===== config.mk =====
export PLATFORM = sky130hd
export DESIGN_NAME = rgb_matrix_shift_driver
export DESIGN_NICKNAME = d
export VERILOG_FILES = /design/src/rtl/rgb_matrix_shift_driver.sv
export SDC_FILE = /design/constraint.sdc
export NUM_CORES = 1
export LEC_CHECK = 0
export BUFFER_PORTS_ARGS = -buffer_cell sky130_fd_sc_hd__buf_2
export CORE_AREA = 4 4 66 68
export DETAILED_ROUTE_END_ITERATION = 8
export DIE_AREA = 0 0 70 72
export HOLD_SLACK_MARGIN = 0.06
export PLACE_DENSITY = 0.73
export SLEW_MARGIN = 30
export SYNTH_ARGS = -nofsm -noshare
export SYNTH_HDL_FRONTEND = slang
export SYNTH_SLANG_ARGS = --single-unit

===== constraint.sdc =====
create_clock -name clk -period 4.28 [get_ports clk]
set_input_delay 0.214 -clock clk [delete_from_list [all_inputs] [get_ports clk]]
set_output_delay 0.214 -clock clk [all_outputs]
set_load 0.01 [all_outputs]

===== src/rtl/rgb_matrix_shift_driver.sv =====
// Serial driver for the 8x8 RGB matrix shift-register chain (74HC595 style).
// Each frame snapshots the per-car one-hot floor vectors, shifts a 24-bit
// {R,G,B} frame MSB-first, latches it, then holds it while PWM-dimming via OE.
module rgb_matrix_shift_driver #(
    parameter int NUM_CARS   = 2,
    parameter int FLOORS     = 4,
    parameter int CLK_DIV    = 4,
    parameter int HOLD_TICKS = 64,
    parameter int BRIGHT     = 12,
    parameter int ROW_W      = 2,
    parameter int ROW_SEL    = 3
) (
    input  logic                         clk,
    input  logic                         rst,
    input  logic [NUM_CARS*FLOORS-1:0]   car_floor,
    output logic [ROW_W-1:0]             row,
    output logic                         SH_CP,
    output logic                         ST_CP,
    output logic                         OE,
    output logic                         MR,
    output logic                         data,
    output logic                         frame_done,
    output logic [NUM_CARS-1:0]          fault
);

    localparam int DIV_W  = (CLK_DIV > 1) ? $clog2(CLK_DIV) : 1;
    localparam int HOLD_W = $clog2(HOLD_TICKS + 1);

    // Parameter sanity: every car field must fit inside one plane byte.
    if (NUM_CARS * FLOORS > 8) begin : g_bad_width
        $error("rgb_matrix_shift_driver: NUM_CARS*FLOORS must be <= 8");
    end
    if (CLK_DIV < 1) begin : g_bad_div
        $error("rgb_matrix_shift_driver: CLK_DIV must be >= 1");
    end
    if (HOLD_TICKS < 16) begin : g_bad_hold
        $error("rgb_matrix_shift_driver: HOLD_TICKS must be >= 16");
    end
    if (BRIGHT < 0 || BRIGHT > 16) begin : g_bad_bright
        $error("rgb_matrix_shift_driver: BRIGHT must be in 0..16");
    end

    typedef enum logic [2:0] {
        LOAD,
        SHIFT_LO,
        SHIFT_HI,
        LATCH,
        HOLD
    } state_t;

    state_t              state;
    logic [DIV_W-1:0]    div_cnt;
    logic                tick;
    logic [23:0]         frame;
    logic [23:0]         frame_next;
    logic [NUM_CARS-1:0] bad_now;
    logic [4:0]          bit_idx;
    logic [HOLD_W-1:0]   hold_cnt;

    // OE level for a given hold tick: on for the first BRIGHT ticks of every 16.
    function automatic logic oe_level(input logic [3:0] h);
        return ({1'b0, h} < 5'(BRIGHT)) ? 1'b0 : 1'b1;
    endfunction

    assign tick = (div_cnt == DIV_W'(CLK_DIV - 1));

    // Free-running divider producing the shift tick.
    always_ff @(posedge clk or posedge rst) begin
        if (rst) begin
            div_cnt <= '0;
        end else if (tick) begin
            div_cnt <= '0;
        end else begin
            div_cnt <= div_cnt + 1'b1;
        end
    end

    // Build the frame from live inputs; only consumed at the LOAD tick.
    always_comb begin
        frame_next = '0;
        bad_now    = '0;
        for (int k = 0; k < NUM_CARS; k++) begin
            if ($countones(car_floor[k*FLOORS +: FLOORS]) == 1) begin
                frame_next[16 - 8*(k % 3) + k*FLOORS +: FLOORS] =
                    frame_next[16 - 8*(k % 3) + k*FLOORS +: FLOORS] | car_floor[k*FLOORS +: FLOORS];
            end else begin
                bad_now[k] = 1'b1;
            end
        end
    end

    // Chain master reset release and constant row select after reset.
    always_ff @(posedge clk or posedge rst) begin
        if (rst) begin
            MR  <= 1'b0;
            row <= '0;
        end else begin
            MR  <= 1'b1;
            row <= ROW_W'(ROW_SEL);
        end
    end

    // Frame sequencer: LOAD -> 24 x (SHIFT_LO, SHIFT_HI) -> LATCH -> HOLD.
    always_ff @(posedge clk or posedge rst) begin
        if (rst) begin
            state      <= LOAD;
            frame      <= '0;
            bit_idx    <= 5'd23;
            hold_cnt   <= '0;
            SH_CP      <= 1'b0;
            ST_CP      <= 1'b0;
            data       <= 1'b0;
            OE         <= 1'b1;
            frame_done <= 1'b0;
            fault      <= '0;
        end else begin
            frame_done <= 1'b0;
            if (tick) begin
                case (state)
                    LOAD: begin
                        frame   <= frame_next;
                        fault   <= fault | bad_now;
                        bit_idx <= 5'd23;
                        data    <= frame_next[23];
                        SH_CP   <= 1'b0;
                        OE      <= 1'b1;
                        state   <= SHIFT_LO;
                    end
                    SHIFT_LO: begin
                        SH_CP <= 1'b1;
                        state <= SHIFT_HI;
                    end
                    SHIFT_HI: begin
                        SH_CP <= 1'b0;
                        if (bit_idx == 5'd0) begin
                            ST_CP <= 1'b1;
                            state <= LATCH;
                        end else begin
                            bit_idx <= bit_idx - 5'd1;
                            data    <= frame[bit_idx - 5'd1];
                            state   <= SHIFT_LO;
                        end
                    end
                    LATCH: begin
                        ST_CP      <= 1'b0;
                        data       <= 1'b0;
                        frame_done <= 1'b1;
                        hold_cnt   <= '0;
                        OE         <= oe_level(4'd0);
                        state      <= HOLD;
                    end
                    HOLD: begin
                        if (hold_cnt == HOLD_W'(HOLD_TICKS - 1)) begin
                            OE    <= 1'b1;
                            state <= LOAD;
                        end else begin
                            hold_cnt <= hold_cnt + 1'b1;
                            OE       <= oe_level(4'(hold_cnt + 1'b1));
                        end
                    end
                    default: begin
                        OE    <= 1'b1;
                        state <= LOAD;
                    end
                endcase
            end
        end
    end

endmodule


Word level (Yosys, flattened, before mapping)
Index checks and enable logic that the tools add are counted.
- order comparisons: 2
- muxes and demuxes: 24
- shift-type cells: 0
- reductions and logical operators: 18
- $mul: 0
- div/mod/pow operators: 0
- equal/unequal tests: 12
- $add $sub $neg: 9
- bitwise operators: 2
- operators by type and width (cell ; count):
    3-bit case mux with 5 select lines ; 1
    7-bit case mux with 2 select lines ; 1
    3-bit AND reduction ; 4
    5-bit case mux with 2 select lines ; 1
    2-bit nonzero test ; 5
    3-bit by 1-bit equality test with 1-bit output (second input constant) ; 3
    1-bit 2-to-1 mux ; 9
    1-bit by 1-bit adder with 2-bit output ; 4
    4-bit 2-to-1 mux ; 2
    2-bit inequality test (second input constant) ; 4
    2-bit AND reduction ; 4
    7-bit by 1-bit adder with 7-bit output (second input constant) ; 1
    7-bit by 6-bit equality test with 1-bit output (second input constant) ; 1
    7-bit 2-to-1 mux ; 1
    2-bit by 2-bit adder with 3-bit output ; 2
    3-bit by 2-bit equality test with 1-bit output (second input constant) ; 2
    5-bit by 6-bit less-than comparator with 1-bit output (second input constant) ; 1
    1-bit case mux with 2 select lines ; 3
    2-bit OR reduction ; 3
    1-bit binary-select mux with 5-bit select ; 1
    5-bit logical NOT ; 1
    5-bit 2-to-1 mux ; 1
    5-bit by 1-bit subtractor with 5-bit output (second input constant) ; 1
    4-bit less-than comparator (second input constant) ; 1
    other kinds (9) ; 10
- bits in writable memories: 0
- ROM bits: 0
- logic and storage cells: 80
- memories: 0
- register bits after elaboration: 34
- input bits: 10
- latch bits: 0

Logic depth before layout (Yosys ltp)
- word-level depth: 5
- gate-level depth with buffers: 8

Worst setup path after synthesis
No wires, ideal clock.
- path type: register to register
- from: reg bit_idx[0]
- to: reg data
- path slack: 2352 ps
- setup time: 138 ps
- data arrival time: 1790 ps
- data required time: 4142 ps
- cell stages (with the launch flop): 7
- cell sequence: dfstp_2 -> clkbuf_1 -> inv_1 -> ha_1 -> mux4_2 -> nand4_1 -> o221ai_1
- cells in the longest elaborated chain, start to end: 5
- ends and longest elaborated chain (element ; line ; source):
    start, declared ; 57 ; logic [4:0] bit_idx;
    start signal, assigned ; 139 ; bit_idx <= bit_idx - 5'd1;
    5-bit by 1-bit subtractor with 5-bit output ; 140 ; data <= frame[bit_idx - 5'd1];
    1-bit binary-select mux with 5-bit select ; 140 ;
    1-bit 2-to-1 mux (not written as such) ; 140 ;
    1-bit 2-to-1 mux ; 135 ; if (bit_idx == 5'd0) begin
    1-bit case mux with 2 select lines ; 119 ; case (state)
    end signal, assigned ; 124 ; data <= frame_next[23];
    end signal, assigned ; 140 ;
    end, declared ; 21 ; output logic data,
Several ways; a longest one is shown, not always the timed one. The select of a mux whose other input is x is not followed.
A chain may end at the register's enable or synchronous reset.

Worst setup path in the final report
- from: reg div_cnt[0]
- to: reg frame[13]
- cells in the longest elaborated chain, start to end: 2
- ends and longest elaborated chain (element ; line ; source):
    start, declared ; 52 ; logic [DIV_W-1:0] div_cnt;
    start signal, assigned ; 74 ; div_cnt <= div_cnt + 1'b1;
    2-bit equality test ; 65 ; assign tick = (div_cnt == DIV_W'(CLK_DIV - 1));
    2-bit AND reduction (no source line) ; -- ;
    end signal, assigned ; 121 ; frame <= frame_next;
    end, declared ; 54 ; logic [23:0] frame;
No other way between the ends.

==> results by group <==
STA
  – Final Max Slew Viols: 0
  – Max Clk Rate: 0.526 GHz
  – Final hold viol count: 0
  – Tcrit/Tclk final: 0.444
  – Final setup violation count: 0
  – RSZ-0062 raised after global routing: no
  – Final Skew: between 0.004 and 0.005 ns
  – Total negative slack: 0 ns
  – Min cycle time layout: roughly 1.9 ns

Synthesis
  – Post-Syn Area per Cell: 10.4 um^2
  – Library cells used by synthesis: 49
  – Main synth FF type: dfrtp_1
  – Register area share after synthesis: 0.448
  – Async SR Flop Fraction: 1.00
  – Post-Syn Instances: ~180
  – Yosys reg bits: 33
  – YS warnings: 0
  – Synthesized net count: 197
  – Cell Area, Synth: about 1900 um^2
  – Post-synth EDFFs: 0

Critical path
  – Worst reg2reg setup slack: between 2 and 2.5 ns
  – Critical Path AT: 2.07 ns
  – Crit path cell chain: ha_1 -> nor3b_4 -> nand2_1 -> a22o_1
  – R2R Path End: frame[13]
  – Worst-path fanout max: 12
  – Crit Path Category: reg2reg
  – CP top delay family: simple AND/OR/NAND/NOR gates
  – Crit-path slowest cell: nor3b_4
  – Worst R2R Start: div_cnt[0]
  – Largest stage delay, worst path: 0.46 ns
  – WP buf/inv: 0
  – Register-to-Register Path Depth: 4
  – CP Data Required Time: around 4.5 ns
  – CP endpoint kind: register
  – Crit path launch type: register

GRT
  – Largest net degree at the start of global routing: 27
  – Gr usage total: 0.153
  – Global-route wire length before repair: just over 6000 um
  – Vias in the first global route: 1305
  – Grt total ovfl: 0
  – Antenna violations before repair: 0

Clocking
  – Root buffer cell: clkbuf_8
  – Max H-tree Level: 2
  – Worst-Skew Late Latency: approximately 0.28 ns
  – CTS Hold Buffers Added: 1
  – Clock Sink Count: 33
  – CTS tree: done
  – Reg clk slew, reported paths: roughly 0.060 ns
  – Clock Path Buffers: 2
  – Post_cts resized: 0
  – Setup Fix Bufs, Post-CTS: 0
  – CTS buffer count: 5

Power and ir drop
  – Switch share: 0.227
  – Share of power burned in registers: 0.536
  – Lkg Pwr: 0.934 nW
  – Power Dens Cells: 296 nW/um^2
  – Combinational cell fraction of total power: 0.077
  – Max VDD drop: 0.000205 V
  – Switching power: 0.139 mW
  – P_int: around 0.47 mW
  – Clk pwr share: 0.387

Floorplanning
  – Die footprint: ~5000 um^2
  – Die H: 72 um
  – Core box area: just under 4000 um^2
  – Initial core utilization: 0.482
  – Ports: 20
  – Die W: roughly 70 um
  – Row count: 23

Final layout
  – Share of cells above drive strength 1: 0.214
  – Design Area, Final: 2070 um^2
  – Commonest cells after routing, fill and taps aside: dfrtp_1, inv_1, buf_2
  – Nets: roughly 220
  – # fillers: 369
  – Synth-to-Final Area Change: 11.3%
  – Final Util: 0.537
  – Ant diodes: 0
  – Most common cell after layout, fill and taps aside: dfrtp_1

Worst hold path
  – Min-delay worst type: in2reg
  – Hold wc startpoint: car_floor[0]
  – Depth of the worst hold-timing path: 2
  – Hold EP: frame[16]

Drt
  – DRC: 0
  – 1st-pass router iterations: 5
  – Routed Antenna Nets: 0
  – Initial drt markers: 67
  – Post-DR wirelength/cell: about 14 um
  – Avg Vias per Cell: between 5 and 6
  – Final wirelength: 3360 um
  – Vias: between 1k and 1.5k

Run
  – Maxcap violations: 0

Placement
  – Dpl hpwl: around 2500 um
  – I/O Buffers: 19
  – GPL Wtd Cong: between 0.8 and 0.9
  – Area after DPL: 1970 um^2

Outcome
  – Outcome: finished clean
flip-flops by register name (all words and copies together), names as in the netlist:
signal	flops
data	1
div_cnt	2
fault	2
MR	1
frame	8
state	3
SH_CP	1
hold_cnt	7
OE	1
bit_idx	5
ST_CP	1
frame_done	1
worst max path at each step:
stage | startpoint | to | cells past startpoint
2_1_floorplan | bit_idx[0] | data | 6
3_3_place_gp | car_floor[4] | frame[13] | 9
3_5_place_dp | car_floor[4] | frame[14] | 9
4_1_cts | div_cnt[0] | frame[13] | 4
5_1_grt | div_cnt[0] | frame[16] | 4
6_report | div_cnt[0] | frame[13] | 4
worst reg2reg max path, cell delays in order (launching register included):
cell     delay (ns)
dfrtp_1        0.35
ha_1           0.36
nor3b_4        0.46
nand2_1        0.32
a22o_1         0.31
metal layers:
metal | global-route usage | routed length [um] | up-vias
met5 | 0 | 0 | -
met4 | 0.0574 | 57 | 0
met3 | 0.0374 | 157 | 7
met2 | 0.246 | 1580 | 28
met1 | 0.203 | 1560 | 622
li1 | - | - | 669
power by group through the flow:
| stage | Combinational [mW] | Sequential (mW) | Clock (mW) |
|---|---|---|---|
| floorplan | 0.0310 | 0.334 | 0 |
| global placement | 0.0457 | 0.334 | 0 |
| CTS | 0.0482 | 0.329 | 0.246 |
| finish | 0.0471 | 0.329 | 0.237 |
| detailed placement | 0.0474 | 0.335 | 0 |
| global route | 0.0549 | 0.330 | 0.260 |
synthesized netlist by cell type (3+ instances only):
library cell / n / share of area
dfrtp_1: 28 / 0.38
inv_1: 19 / 0.038
nand2_1: 13 / 0.026
a22o_1: 11 / 0.052
o21ai_0: 11 / 0.030
nor2_1: 10 / 0.020
ha_1: 7 / 0.047
dfstp_2: 5 / 0.071
nand3_1: 5 / 0.013
a31oi_1: 4 / 0.013
and3_1: 4 / 0.013
buf_4: 4 / 0.016
nand2b_1: 4 / 0.013
a21oi_1: 3 / 0.0081
clkbuf_1: 3 / 0.0061
nor2b_1: 3 / 0.010
nor3b_1: 3 / 0.012
per-stage QoR:
stage	setup WS, ns	instances	power, mW	hold slack [ns]
after floorplan	2.35	178	0.365	0.339
after global placement	2.19	238	0.380	0.169
after detailed placement	2.17	238	0.382	0.168
after CTS	2.36	246	0.623	0.150
after global routing	2.19	246	0.645	0.154
final	2.38	246	0.613	0.158
cell families (layout without fill, tap and decap cells):
kind of cell	count (synthesis)	count (layout)	share of synthesized area
buffers and inverters	29	47	0.0680
AND/OR/NAND/NOR	52	52	0.172
other	1	1	0.00202
multiplexers	4	4	0.0350
XOR/XNOR	2	2	0.00942
adder cells (fa/ha/maj)	9	9	0.0686
flip-flops	33	33	0.448
AO/OA/AOI/OAI	48	48	0.198
cell type report:
type / count / area, um^2 / share of cell area
Multi-Input combinational cell: 116 / 901 / 0.435
Timing Repair Buffer: 21 / 113 / 0.0544
Inverter: 19 / 71.3 / 0.0345
Clock inverter: 1 / 7.51 / 0.00363
Tap cell: 50 / 62.6 / 0.0302
Sequential cell: 33 / 832 / 0.402
Clock buffer: 6 / 82.6 / 0.0399
Note: power is estimated with default switching activity, not from simulation.
